===== src/rtl/logic_unit_pkg.sv =====
// Shared types for the pipelined logic unit: op encoding, per-stage flag bundle
// and the single-bit op kernel replicated across the datapath width.
package logic_unit_pkg;

    typedef enum logic [2:0] {
        OP_AND    = 3'd0,
        OP_OR     = 3'd1,
        OP_NAND   = 3'd2,
        OP_NOR    = 3'd3,
        OP_XOR    = 3'd4,
        OP_XNOR   = 3'd5,
        OP_NOT_A  = 3'd6,
        OP_PASS_A = 3'd7
    } op_e;

    // Result flags carried alongside the data word through every stage.
    typedef struct packed {
        logic zero;
        logic ones;
        logic parity;
    } flags_t;

    localparam int FLAGS_W = $bits(flags_t);

    // Bitwise kernel; the top replicates it once per result bit, so any WIDTH works.
    function automatic logic apply_op(input op_e op, input logic a, input logic b);
        logic r;
        r = 1'b0;
        case (op)
            OP_AND:    r = a & b;
            OP_OR:     r = a | b;
            OP_NAND:   r = ~(a & b);
            OP_NOR:    r = ~(a | b);
            OP_XOR:    r = a ^ b;
            OP_XNOR:   r = ~(a ^ b);
            OP_NOT_A:  r = ~a;
            OP_PASS_A: r = a;
            default:   r = 1'b0;
        endcase
        return r;
    endfunction

endpackage


===== src/rtl/logic_unit_stage.sv =====
// One valid/ready pipeline register: loads whenever it is empty or its
// downstream neighbour is taking the current beat.
module logic_unit_stage #(
    parameter int PW = 8
) (
    input  logic          clk,
    input  logic          rst,
    input  logic          up_valid,
    input  logic [PW-1:0] up_data,
    input  logic          down_ready,
    output logic          valid,
    output logic [PW-1:0] data
);

    logic          valid_reg;
    logic [PW-1:0] data_reg;
    logic          load;

    assign load = !valid_reg || down_ready;

    // Payload only moves with a real beat, so a bubble never disturbs held data.
    always_ff @(posedge clk or posedge rst) begin
        if (rst) begin
            valid_reg <= 1'b0;
            data_reg  <= '0;
        end else if (load) begin
            valid_reg <= up_valid;
            if (up_valid) begin
                data_reg <= up_data;
            end
        end
    end

    assign valid = valid_reg;
    assign data  = data_reg;

endmodule


===== src/rtl/logic_unit_pipe.sv =====
// Width-generic bitwise logic unit with STAGES handshake register stages,
// registered result flags and a wrapping completed-transfer counter.
module logic_unit_pipe
    import logic_unit_pkg::*;
#(
    parameter int WIDTH  = 8,
    parameter int STAGES = 2,
    parameter int CNT_W  = 16
) (
    input  logic             clk,
    input  logic             rst,
    input  logic             in_valid,
    output logic             in_ready,
    input  logic [2:0]       in_op,
    input  logic [WIDTH-1:0] in_a,
    input  logic [WIDTH-1:0] in_b,
    output logic             out_valid,
    input  logic             out_ready,
    output logic [WIDTH-1:0] out_data,
    output logic             out_zero,
    output logic             out_ones,
    output logic             out_parity,
    output logic [CNT_W-1:0] done_cnt
);

    localparam int PW = WIDTH + FLAGS_W;

    op_e              op_sel;
    logic [WIDTH-1:0] result_next;
    flags_t           flags_next;

    logic [STAGES-1:0] stage_valid;
    logic [STAGES:0]   stage_ready;
    logic [STAGES-1:0] up_valid;
    logic [PW-1:0]     up_data    [STAGES];
    logic [PW-1:0]     stage_data [STAGES];

    flags_t           out_flags;
    logic [CNT_W-1:0] done_cnt_reg;

    assign op_sel = op_e'(in_op);

    genvar gi;
    generate
        for (gi = 0; gi < WIDTH; gi++) begin : gen_bit
            assign result_next[gi] = apply_op(op_sel, in_a[gi], in_b[gi]);
        end
    endgenerate

    always_comb begin
        flags_next        = '0;
        flags_next.zero   = ~|result_next;
        flags_next.ones   = &result_next;
        flags_next.parity = ^result_next;
    end

    // Stage i can load unless it and every stage after it are full and the
    // output is stalled; written in closed form to keep the ready path acyclic.
    generate
        for (gi = 0; gi <= STAGES; gi++) begin : gen_ready
            if (gi == STAGES) begin : g_last
                assign stage_ready[gi] = out_ready;
            end else begin : g_mid
                assign stage_ready[gi] = out_ready || !(&stage_valid[STAGES-1:gi]);
            end
        end
    endgenerate

    assign in_ready = stage_ready[0];

    generate
        for (gi = 0; gi < STAGES; gi++) begin : gen_stage
            if (gi == 0) begin : g_head
                assign up_valid[gi] = in_valid;
                assign up_data[gi]  = {result_next, flags_next};
            end else begin : g_body
                assign up_valid[gi] = stage_valid[gi-1];
                assign up_data[gi]  = stage_data[gi-1];
            end

            logic_unit_stage #(
                .PW (PW)
            ) u_stage (
                .clk        (clk),
                .rst        (rst),
                .up_valid   (up_valid[gi]),
                .up_data    (up_data[gi]),
                .down_ready (stage_ready[gi+1]),
                .valid      (stage_valid[gi]),
                .data       (stage_data[gi])
            );
        end
    endgenerate

    assign out_valid             = stage_valid[STAGES-1];
    assign {out_data, out_flags} = stage_data[STAGES-1];
    assign out_zero              = out_flags.zero;
    assign out_ones              = out_flags.ones;
    assign out_parity            = out_flags.parity;

    always_ff @(posedge clk or posedge rst) begin
        if (rst) begin
            done_cnt_reg <= '0;
        end else if (out_valid && out_ready) begin
            done_cnt_reg <= done_cnt_reg + CNT_W'(1);
        end
    end

    assign done_cnt = done_cnt_reg;

endmodule


===== config.mk =====
export PLATFORM = sky130hd
export DESIGN_NAME = logic_unit_pipe
export DESIGN_NICKNAME = d
export VERILOG_FILES = /design/src/rtl/logic_unit_pkg.sv /design/src/rtl/logic_unit_stage.sv /design/src/rtl/logic_unit_pipe.sv
export SDC_FILE = /design/constraint.sdc
export NUM_CORES = 1
export LEC_CHECK = 0
export BUFFER_PORTS_ARGS = -buffer_cell sky130_fd_sc_hd__buf_2
export CAP_MARGIN = 0
export CELL_PAD_IN_SITES_DETAIL_PLACEMENT = 1
export CELL_PAD_IN_SITES_GLOBAL_PLACEMENT = 2
export CORE_UTILIZATION = 31
export DETAILED_ROUTE_END_ITERATION = 16
export PLACE_DENSITY_LB_ADDON = 0.1
export SLEW_MARGIN = 0
export SYNTH_ARGS = -nofsm -noshare
export SYNTH_HDL_FRONTEND = slang
export SYNTH_SLANG_ARGS = --single-unit

===== constraint.sdc =====
create_clock -name clk -period 1.5 [get_ports clk]
set_input_delay 0.45 -clock clk [delete_from_list [all_inputs] [get_ports clk]]
set_output_delay 0.45 -clock clk [all_outputs]
set_load 0.02 [all_outputs]

==> flow_summary.ini, run 1 <==
[sta]
setup_repair_after_global_routing_missed_its_margin = true
timing.hold.ws_ps = 192
finalCritPeriodShare = 1.34
finalClockSkew_ps = 6.57
timing.final.max_slew_violations = 0
worst_slew_pin_slew_ps = 325
period_minus_slack_ps = 2020
relSlewSlack = 0.783
postLayoutSetupSlackWorst_ps = -515
setup_viol_count_final = 7
fmax_ghz = 0.496
hold_viol = 0

[power_and_ir_drop]
switching_power_total_mw = 1.36
sw_frac_of_total = 0.341
power_frac_clock = 0.229
standby_leakage_power_nw = 1.91
largest_voltage_drop_on_the_vdd_net_uv = 394
comb_power_share = 0.396
p_total_mw = 3.99
cellInternalPower_mw = 2.63
reg_power_frac = 0.375
power.density_cell_area_mw_per_mm2 = 981

[global_routing]
grt_first_pass_wirelength_um = 10700
number_of_global_route_vias_before_repair = 2296
antenna_found_initial = 0
overflow_left_after_global_routing = 0
maximum_number_of_pins_on_one_net_before_global_route_repair = 41
global_route.usage.total = 0.153

[worst_setup_path]
timing.critical_path.to_type = flop
timing.critical_path.from_type = input port
worst_r2r_startpoint = done_cnt[9]
startpoint = in_a[5]
timing.critical_path.buf_inv = 3
cpMaxStageDelayCell = sky130_fd_sc_hd__a2111oi_4
worst-endpoint-required_ps = 1690
cp.depth = 11
max_incr_delay_on_cp_ps = 380
ff2ff_path_depth = 4
critical_path_fanout_max = 3
crit-reg2reg-capture = done_cnt[14]
critical_path_arrival_ps = 2200
critical-path-top-delay-family = adder cells
setup.worst_path.class = input port to flop
critical_path.endpoint = gen_stage[0].u_stage.data[0]
path_common_cell = sky130_fd_sc_hd__ha_4
cells_along_the_critical_path = buf_8, inv_4, ha_4, nand2b_4, and3b_2, a2111oi_4, inv_2, ha_4, xnor2_2, xnor2_1, o21ai_1
r2r_setup_slack_ps = 80

[clock_tree]
clock_insertion_delay_worst_skew_ps = 290
clock_tree.buffer_depth = 2
clkSinkCount = 40
clock_edge_transition_at_the_registers_on_the_reported_setup_and_hold_paths_ps = 90
htreeDepth = 2
root_driver = sky130_fd_sc_hd__clkbuf_8
cts_tree = built
cts_buffers = 5

[floorplanning]
dieArea_mm2 = 0.00898
area_of_the_placeable_core_mm2 = 0.00826
floorplan.io_pins = 52
die_width_um = 94.8
die_height_um = 94.8
initial_core_util = 0.323
placement_rows = 33

[cells_and_area]
multi_input_comb_area_mm2 = 0.00190
largest_register_ff_count = 22
areaGrowthSynthToFinish_pct = 52.3
filler_cell_count = 921
insertedDiodeCount = 0
layout.nets = 411
register_area_mm2 = 0.00101
layout-drive-gt1-share = 0.558

[synthesis]
yosysSeqAreaShare = 0.375
synth_cell_type_count = 39
postSynth.topFlopCell = sky130_fd_sc_hd__dfrtp_1
synth.area.mux_share = 0.0717
ys.warnings.count = 0
synth_compound_area_frac = 0.104
synth_enable_flop_cells = 0
yosys.area_share.adder = 0.117
synthTopCellsByArea = sky130_fd_sc_hd__dfrtp_1 38%, sky130_fd_sc_hd__ha_1 12%, sky130_fd_sc_hd__mux2_2 7.2%, sky130_fd_sc_hd__xnor2_1 4.6%, sky130_fd_sc_hd__a2111oi_4 4.1%
yosys.area.top_type_share = 0.375
synth_common_cells = 40 x sky130_fd_sc_hd__dfrtp_1, 26 x sky130_fd_sc_hd__inv_1, 25 x sky130_fd_sc_hd__ha_1
synthDominantAreaCellType = sky130_fd_sc_hd__dfrtp_1
post_synthesis_simple_gate_area_fraction = 0.201
synth_top_family_by_area = simple AND/OR/NAND/NOR gates
ys_ff_latch = 40
syn_nets = 313
most_common_cell_in_the_netlist = sky130_fd_sc_hd__dfrtp_1
yosys.area_share.xor_xnor = 0.0722
post_synth_inst_count = 265
post_synth.cell_area_avg_um2 = 10.1
ys_async_sr_fraction = 1.00
synth_area_mm2 = 0.00267

[routing]
ant_nets = 0
routed-wl-met3_um = 191
avgViaCountPerCell = 4.71
post-route-drc-count = 0
routed_wl_um = 6360
wl_met1_um = 2660
drt_pre_antenna_iters = 4
dr_wl_met2_um = 3410
detailed_router_s_first_iteration_violation_count = 50
maxUsedRoutingLayer = met4
detailroute.via_count = 2211
routedWlPerCell_um = 13.6

[job]
max_cap_viol_count = 0

[outcome]
failed_checks = negative setup slack
outcome = finished with violations

[place]
finalWeightedCongestion = 0.745
place.detailed.hpwl_um = 4630
io_buffers = 51

[worst_hold_path]
min_path_type = input port to async pin
worst reg2reg max path: stages (launching register included):
cell and delay [ps]:
sky130_fd_sc_hd__dfrtp_1 370, sky130_fd_sc_hd__and4_2 270, sky130_fd_sc_hd__nand4_1 140, sky130_fd_sc_hd__or3_1 380, sky130_fd_sc_hd__xnor2_1 140
what timing repair did:
| item | in CTS | in global routing |
|---|---|---|
| setup endpoints to repair | 9 | 12 |
| buffers inserted | 16 | 3 |
| hold buffers | 0 | 0 |
| pin swaps | 26 | 25 |
| gates resized for setup | 60 | 29 |
cell families (layout without fill, tap and decap cells):
logic type,count (synthesis),in the layout
compound gates,31,31
xor+xnor,22,22
fa+ha+maj,25,25
buf+inv,34,133
flops,40,40
mux,17,17
simple gates,96,96
cell type report:
cell class / count / share of cell area
tap: 105 / 0.0323
clock buffer: 5 / 0.0169
timing repair buffer: 99 / 0.199
sequential: 40 / 0.248
inverter: 26 / 0.0259
clock inverter: 3 / 0.0114
multi-input combinational: 191 / 0.466
stage by stage:
step | cells | utilization | setup slack [ps] | area (um^2) | setup TNS, ps
floorplan | 265 | - | -654 | 2830 | -1730
global placement | 451 | 0.421 | -857 | 3480 | -4980
detailed placement | 451 | 0.421 | -911 | 3480 | -5360
CTS | 472 | 0.480 | -480 | 3970 | -1780
global route | 469 | 0.492 | -581 | 4070 | -1690
finish | 469 | 0.492 | -515 | 4070 | -1390
cell usage in the layout (no fill, tap or decap), types with 3 or more instances in the layout:
master | Yosys | routed
sky130_fd_sc_hd__xnor2_2 | 0 | 3
sky130_fd_sc_hd__xnor2_1 | 14 | 11
sky130_fd_sc_hd__nand2b_1 | 14 | 11
sky130_fd_sc_hd__o21ai_1 | 0 | 4
sky130_fd_sc_hd__dfrtp_2 | 0 | 7
sky130_fd_sc_hd__a21oi_4 | 0 | 3
sky130_fd_sc_hd__mux2_2 | 17 | 12
sky130_fd_sc_hd__or2_4 | 0 | 6
sky130_fd_sc_hd__inv_2 | 0 | 7
sky130_fd_sc_hd__xor2_1 | 8 | 7
sky130_fd_sc_hd__a2111oi_4 | 4 | 4
sky130_fd_sc_hd__buf_2 | 1 | 38
sky130_fd_sc_hd__a21oi_2 | 0 | 6
sky130_fd_sc_hd__or2b_1 | 3 | 3
sky130_fd_sc_hd__inv_1 | 26 | 16
sky130_fd_sc_hd__mux2_4 | 0 | 5
sky130_fd_sc_hd__buf_4 | 1 | 38
sky130_fd_sc_hd__buf_6 | 2 | 10
sky130_fd_sc_hd__nand3_1 | 5 | 4
sky130_fd_sc_hd__nand2_1 | 23 | 22
sky130_fd_sc_hd__buf_8 | 1 | 8
sky130_fd_sc_hd__clkbuf_8 | 0 | 5
sky130_fd_sc_hd__ha_1 | 25 | 10
sky130_fd_sc_hd__nand2b_4 | 0 | 3
sky130_fd_sc_hd__dfrtp_1 | 40 | 33
sky130_fd_sc_hd__nand4_1 | 6 | 6
sky130_fd_sc_hd__and2_4 | 3 | 5
sky130_fd_sc_hd__buf_12 | 0 | 5
sky130_fd_sc_hd__nor3_2 | 0 | 4
sky130_fd_sc_hd__ha_4 | 0 | 14
sky130_fd_sc_hd__inv_4 | 0 | 3
sky130_fd_sc_hd__nor2_1 | 12 | 11
sky130_fd_sc_hd__and3b_1 | 7 | 5
layer usage:
| metal | global-route usage | vias to the layer above |
|---|---|---|
| met1 | 0.175 | 1078 |
| met5 | 0 | - |
| met3 | 0.0169 | 6 |
| li1 | - | 1085 |
| met4 | 0.0530 | 0 |
| met2 | 0.292 | 42 |
power groups by stage:
| stage | logic (mW) | registers [mW] | clock network (mW) |
|---|---|---|---|
| final | 1.58 | 1.49 | 0.915 |
| after global routing | 1.73 | 1.53 | 0.993 |
| after CTS | 1.55 | 1.50 | 0.945 |
| after detailed placement | 1.38 | 1.52 | 0 |
| after global placement | 1.35 | 1.50 | 0 |
| after floorplan | 0.667 | 1.70 | 0 |
how the worst min path moves through the flow:
stage	start	to	cells after the start
after floorplan	gen_stage[0].u_stage.data[3]	gen_stage[0].u_stage.data[3]	2
after global placement	done_cnt[15]	done_cnt[15]	1
after detailed placement	done_cnt[15]	done_cnt[15]	1
after CTS	rst	gen_stage[0].u_stage.data[2]	3
after global routing	rst	done_cnt[3]	3
final	rst	gen_stage[1].u_stage.valid	3
Power figures use the tool's default switching activity.
==> run 2: changes to the inputs <==
--- a/config.mk
+++ b/config.mk
@@ -9,10 +9,11 @@
 export CAP_MARGIN = 0
 export CELL_PAD_IN_SITES_DETAIL_PLACEMENT = 1
 export CELL_PAD_IN_SITES_GLOBAL_PLACEMENT = 2
-export CORE_UTILIZATION = 31
+export CORE_UTILIZATION = 33
 export DETAILED_ROUTE_END_ITERATION = 16
 export PLACE_DENSITY_LB_ADDON = 0.1
 export SLEW_MARGIN = 0
 export SYNTH_ARGS = -nofsm -noshare
 export SYNTH_HDL_FRONTEND = slang
+export SYNTH_HIERARCHICAL = 1
 export SYNTH_SLANG_ARGS = --single-unit
==> run 2 against run 1 <==
The run still ends with negative setup slack left. Global-route usage shrank 1.2 points. Wire length shrank 5.8%. Highest routed layer unchanged. Critical path depth is the same. Critical endpoint is now gen_stage[0].u_stage/data[0].
==> flow_summary.ini, run 2 <==
[outcome]
outcome = finished with violations
failed_checks = negative setup slack

[sta]
setup_repair_after_global_routing_missed_its_margin = true
finalCritPeriodShare = 1.44
postLayoutSetupSlackWorst_ps = -659
hold_viol = 0
worst_slew_pin_slew_ps = 491
period_minus_slack_ps = 2160
fmax_ghz = 0.463
relSlewSlack = 0.670
fin_tns_setup_ps = -2680
finalClockSkew_ps = 10.9
setup_viol_count_final = 11
timing.final.max_slew_violations = 0
timing.hold.ws_ps = 397

[power_and_ir_drop]
comb_power_share = 0.455
power_frac_clock = 0.195
largest_voltage_drop_on_the_vdd_net_uv = 420
cellInternalPower_mw = 2.91
switching_power_total_mw = 1.45
reg_power_frac = 0.350
power.density_cell_area_mw_per_mm2 = 1030
sw_frac_of_total = 0.332
standby_leakage_power_nw = 2.02

[worst_setup_path]
worst-endpoint-required_ps = 1670
critical_path_arrival_ps = 2320
crit-reg2reg-capture = done_cnt[8]
ff2ff_path_depth = 5
timing.critical_path.from_type = input port
timing.critical_path.to_type = flop
startpoint = in_b[6]
r2r_setup_slack_ps = 40
worst_r2r_startpoint = done_cnt[1]
critical_path_fanout_max = 2
critical_path.endpoint = gen_stage[0].u_stage/data[0]
setup.worst_path.class = input port to flop

[routing]
drt_pre_antenna_iters = 4
routed_wl_um = 5990
ant_nets = 0
detailroute.via_count = 2076
avgViaCountPerCell = 4.59
routedWlPerCell_um = 13.2
post-route-drc-count = 0
detailed_router_s_first_iteration_violation_count = 29

[global_routing]
maximum_number_of_pins_on_one_net_before_global_route_repair = 16
use_met2 = 0.244
antenna_found_initial = 0
overflow_left_after_global_routing = 0
number_of_global_route_vias_before_repair = 2064
grt_first_pass_wirelength_um = 9730
grt_busiest_layer = met2
globalRouteMet3Util = 0.0218
global_routing_usage_on_met1 = 0.176
global_route.usage.total = 0.141

[synthesis]
synth_enable_flop_cells = 0
synthTopCellsByArea = sky130_fd_sc_hd__dfrtp_1 36%, sky130_fd_sc_hd__ha_1 11%, sky130_fd_sc_hd__mux2_4 11%, sky130_fd_sc_hd__xnor2_1 7.5%, sky130_fd_sc_hd__mux2i_1 4.3%
most_common_cell_in_the_netlist = sky130_fd_sc_hd__dfrtp_1
synth_area_mm2 = 0.00280
synth_common_cells = 40 x sky130_fd_sc_hd__dfrtp_1, 27 x sky130_fd_sc_hd__inv_1, 25 x sky130_fd_sc_hd__ha_1
post_synth.cell_area_avg_um2 = 11.7
synth_cell_type_count = 38
ys_ff_latch = 40
post_synth_inst_count = 240
ys_async_sr_fraction = 1.00
ys.warnings.count = 6
yosysSeqAreaShare = 0.358
synthDominantAreaCellType = sky130_fd_sc_hd__dfrtp_1
yosys.area.top_type_share = 0.358
postSynth.topFlopCell = sky130_fd_sc_hd__dfrtp_1
syn_nets = 288

[cells_and_area]
largest_register_ff_count = 22
mostFrequentLayoutCells = 43 x sky130_fd_sc_hd__buf_4, 37 x sky130_fd_sc_hd__dfrtp_1, 34 x sky130_fd_sc_hd__buf_2, 24 x sky130_fd_sc_hd__mux2_4, 20 x sky130_fd_sc_hd__xnor2_1
layout-drive-gt1-share = 0.628
areaGrowthSynthToFinish_pct = 51.9
layout.nets = 394
insertedDiodeCount = 0
filler_cell_count = 885
finish.instance_area_mm2 = 0.00425
mostFrequentLayoutCell = sky130_fd_sc_hd__buf_4
layout.cells.non_filler = 452

[clock_tree]
clkSinkCount = 40
clock_insertion_delay_worst_skew_ps = 290
clock_edge_transition_at_the_registers_on_the_reported_setup_and_hold_paths_ps = 80
clock_tree.buffer_depth = 2
root_driver = sky130_fd_sc_hd__clkbuf_8
htreeDepth = 2
cts_tree = built
cts_buffers = 5

[floorplanning]
die_width_um = 94.1
initial_core_util = 0.340
die_height_um = 94.1
placement_rows = 33
dieArea_mm2 = 0.00885
floorplan.io_pins = 52
area_of_the_placeable_core_mm2 = 0.00822

[place]
finalWeightedCongestion = 0.716
placedInstanceArea_mm2 = 0.00351
place.detailed.hpwl_um = 4440
placement.setup.worst_slack_ps = -1040
placedCellCount = 423
io_buffers = 51

[worst_hold_path]
min_path_type = input port to flop

[job]
max_cap_viol_count = 0
-- run 2: cell types whose count changed in the layout (fill, tap and decap cells not counted), sizes merged, moves of 5 or more --
cell	previous run	this run
xnor2	14	24
and2	5	0
a21oi	11	3
buf	99	107
nor4	0	6
and3b	7	0
mux2	17	29
mux2i	0	12
nand2	23	12
nand2b	14	3
or2	8	0
nor2	12	7
-- run 2: power groups by stage --
stage	Clock [mW]	Combinational (mW)	Sequential, mW
after floorplan	0	0.863	1.76
after CTS	0.890	1.75	1.53
after global placement	0	1.58	1.54
final	0.850	1.98	1.53
after detailed placement	0	1.62	1.54
after global routing	0.925	2.15	1.57
-- run 2: worst max-delay path, cell delays in order --
cell	delay, ps
sky130_fd_sc_hd__buf_8	90
sky130_fd_sc_hd__inv_8	30
sky130_fd_sc_hd__ha_4	250
sky130_fd_sc_hd__inv_2	40
sky130_fd_sc_hd__a211oi_4	270
sky130_fd_sc_hd__nor3_2	70
sky130_fd_sc_hd__a311o_1	350
sky130_fd_sc_hd__ha_4	260
sky130_fd_sc_hd__xnor2_2	130
sky130_fd_sc_hd__xnor2_1	130
sky130_fd_sc_hd__mux2_4	260
-- run 2: worst min-delay path by stage --
stage,start,to,slack (ps),cells past startpoint
final,in_valid,gen_stage[0].u_stage/valid,400,2
after global routing,in_valid,gen_stage[0].u_stage/valid,400,2
after CTS,in_valid,gen_stage[0].u_stage/valid,390,2
after detailed placement,rst,done_cnt[2],320,2
after global placement,rst,done_cnt[2],320,2
after floorplan,rst,gen_stage[0].u_stage/data[0],310,1
-- run 2: cell families after synthesis --
family | after synthesis | share of synthesized area
AND/OR/NAND/NOR | 51 | 0.130
multiplexers | 41 | 0.187
flip-flops | 40 | 0.358
buffers and inverters | 37 | 0.0729
XOR/XNOR | 32 | 0.100
adder cells (fa/ha/maj) | 25 | 0.112
AO/OA/AOI/OAI | 14 | 0.0403
-- run 2: area by class of cell --
class                           instances  area [um^2]  area share
Clock buffer                            6         72.6      0.0171
Clock inverter                          2         35.0     0.00825
Inverter                               28          153      0.0359
Multi-Input combinational cell        163         1920       0.452
Sequential cell                        40         1000       0.237
Tap cell                              105          131      0.0309
Timing Repair Buffer                  108          933       0.220
-- run 2: per-layer routing --
layer	vias to the layer above	routed length, um	share of wire
met3	4	144	0.024
met4	0	82	0.014
met1	1013	2620	0.44
li1	1024	-	-
met2	35	3150	0.53
met5	-	0	0
-- run 2: what timing repair did --
item,CTS,global route
pin swaps,20,18
cloned,2,0
endpoints found under the hold margin,1,0
buffers inserted,8,14
resized for setup,59,45
setup endpoints to repair,14,18
hold buffers,1,0
-- run 2: through the flow --
| stage | util | total power, mW |
|---|---|---|
| after detailed placement | 0.428 | 3.16 |
| after global routing | 0.517 | 4.64 |
| after global placement | 0.428 | 3.12 |
| final | 0.517 | 4.36 |
| after CTS | 0.482 | 4.17 |
| after floorplan | - | 2.62 |
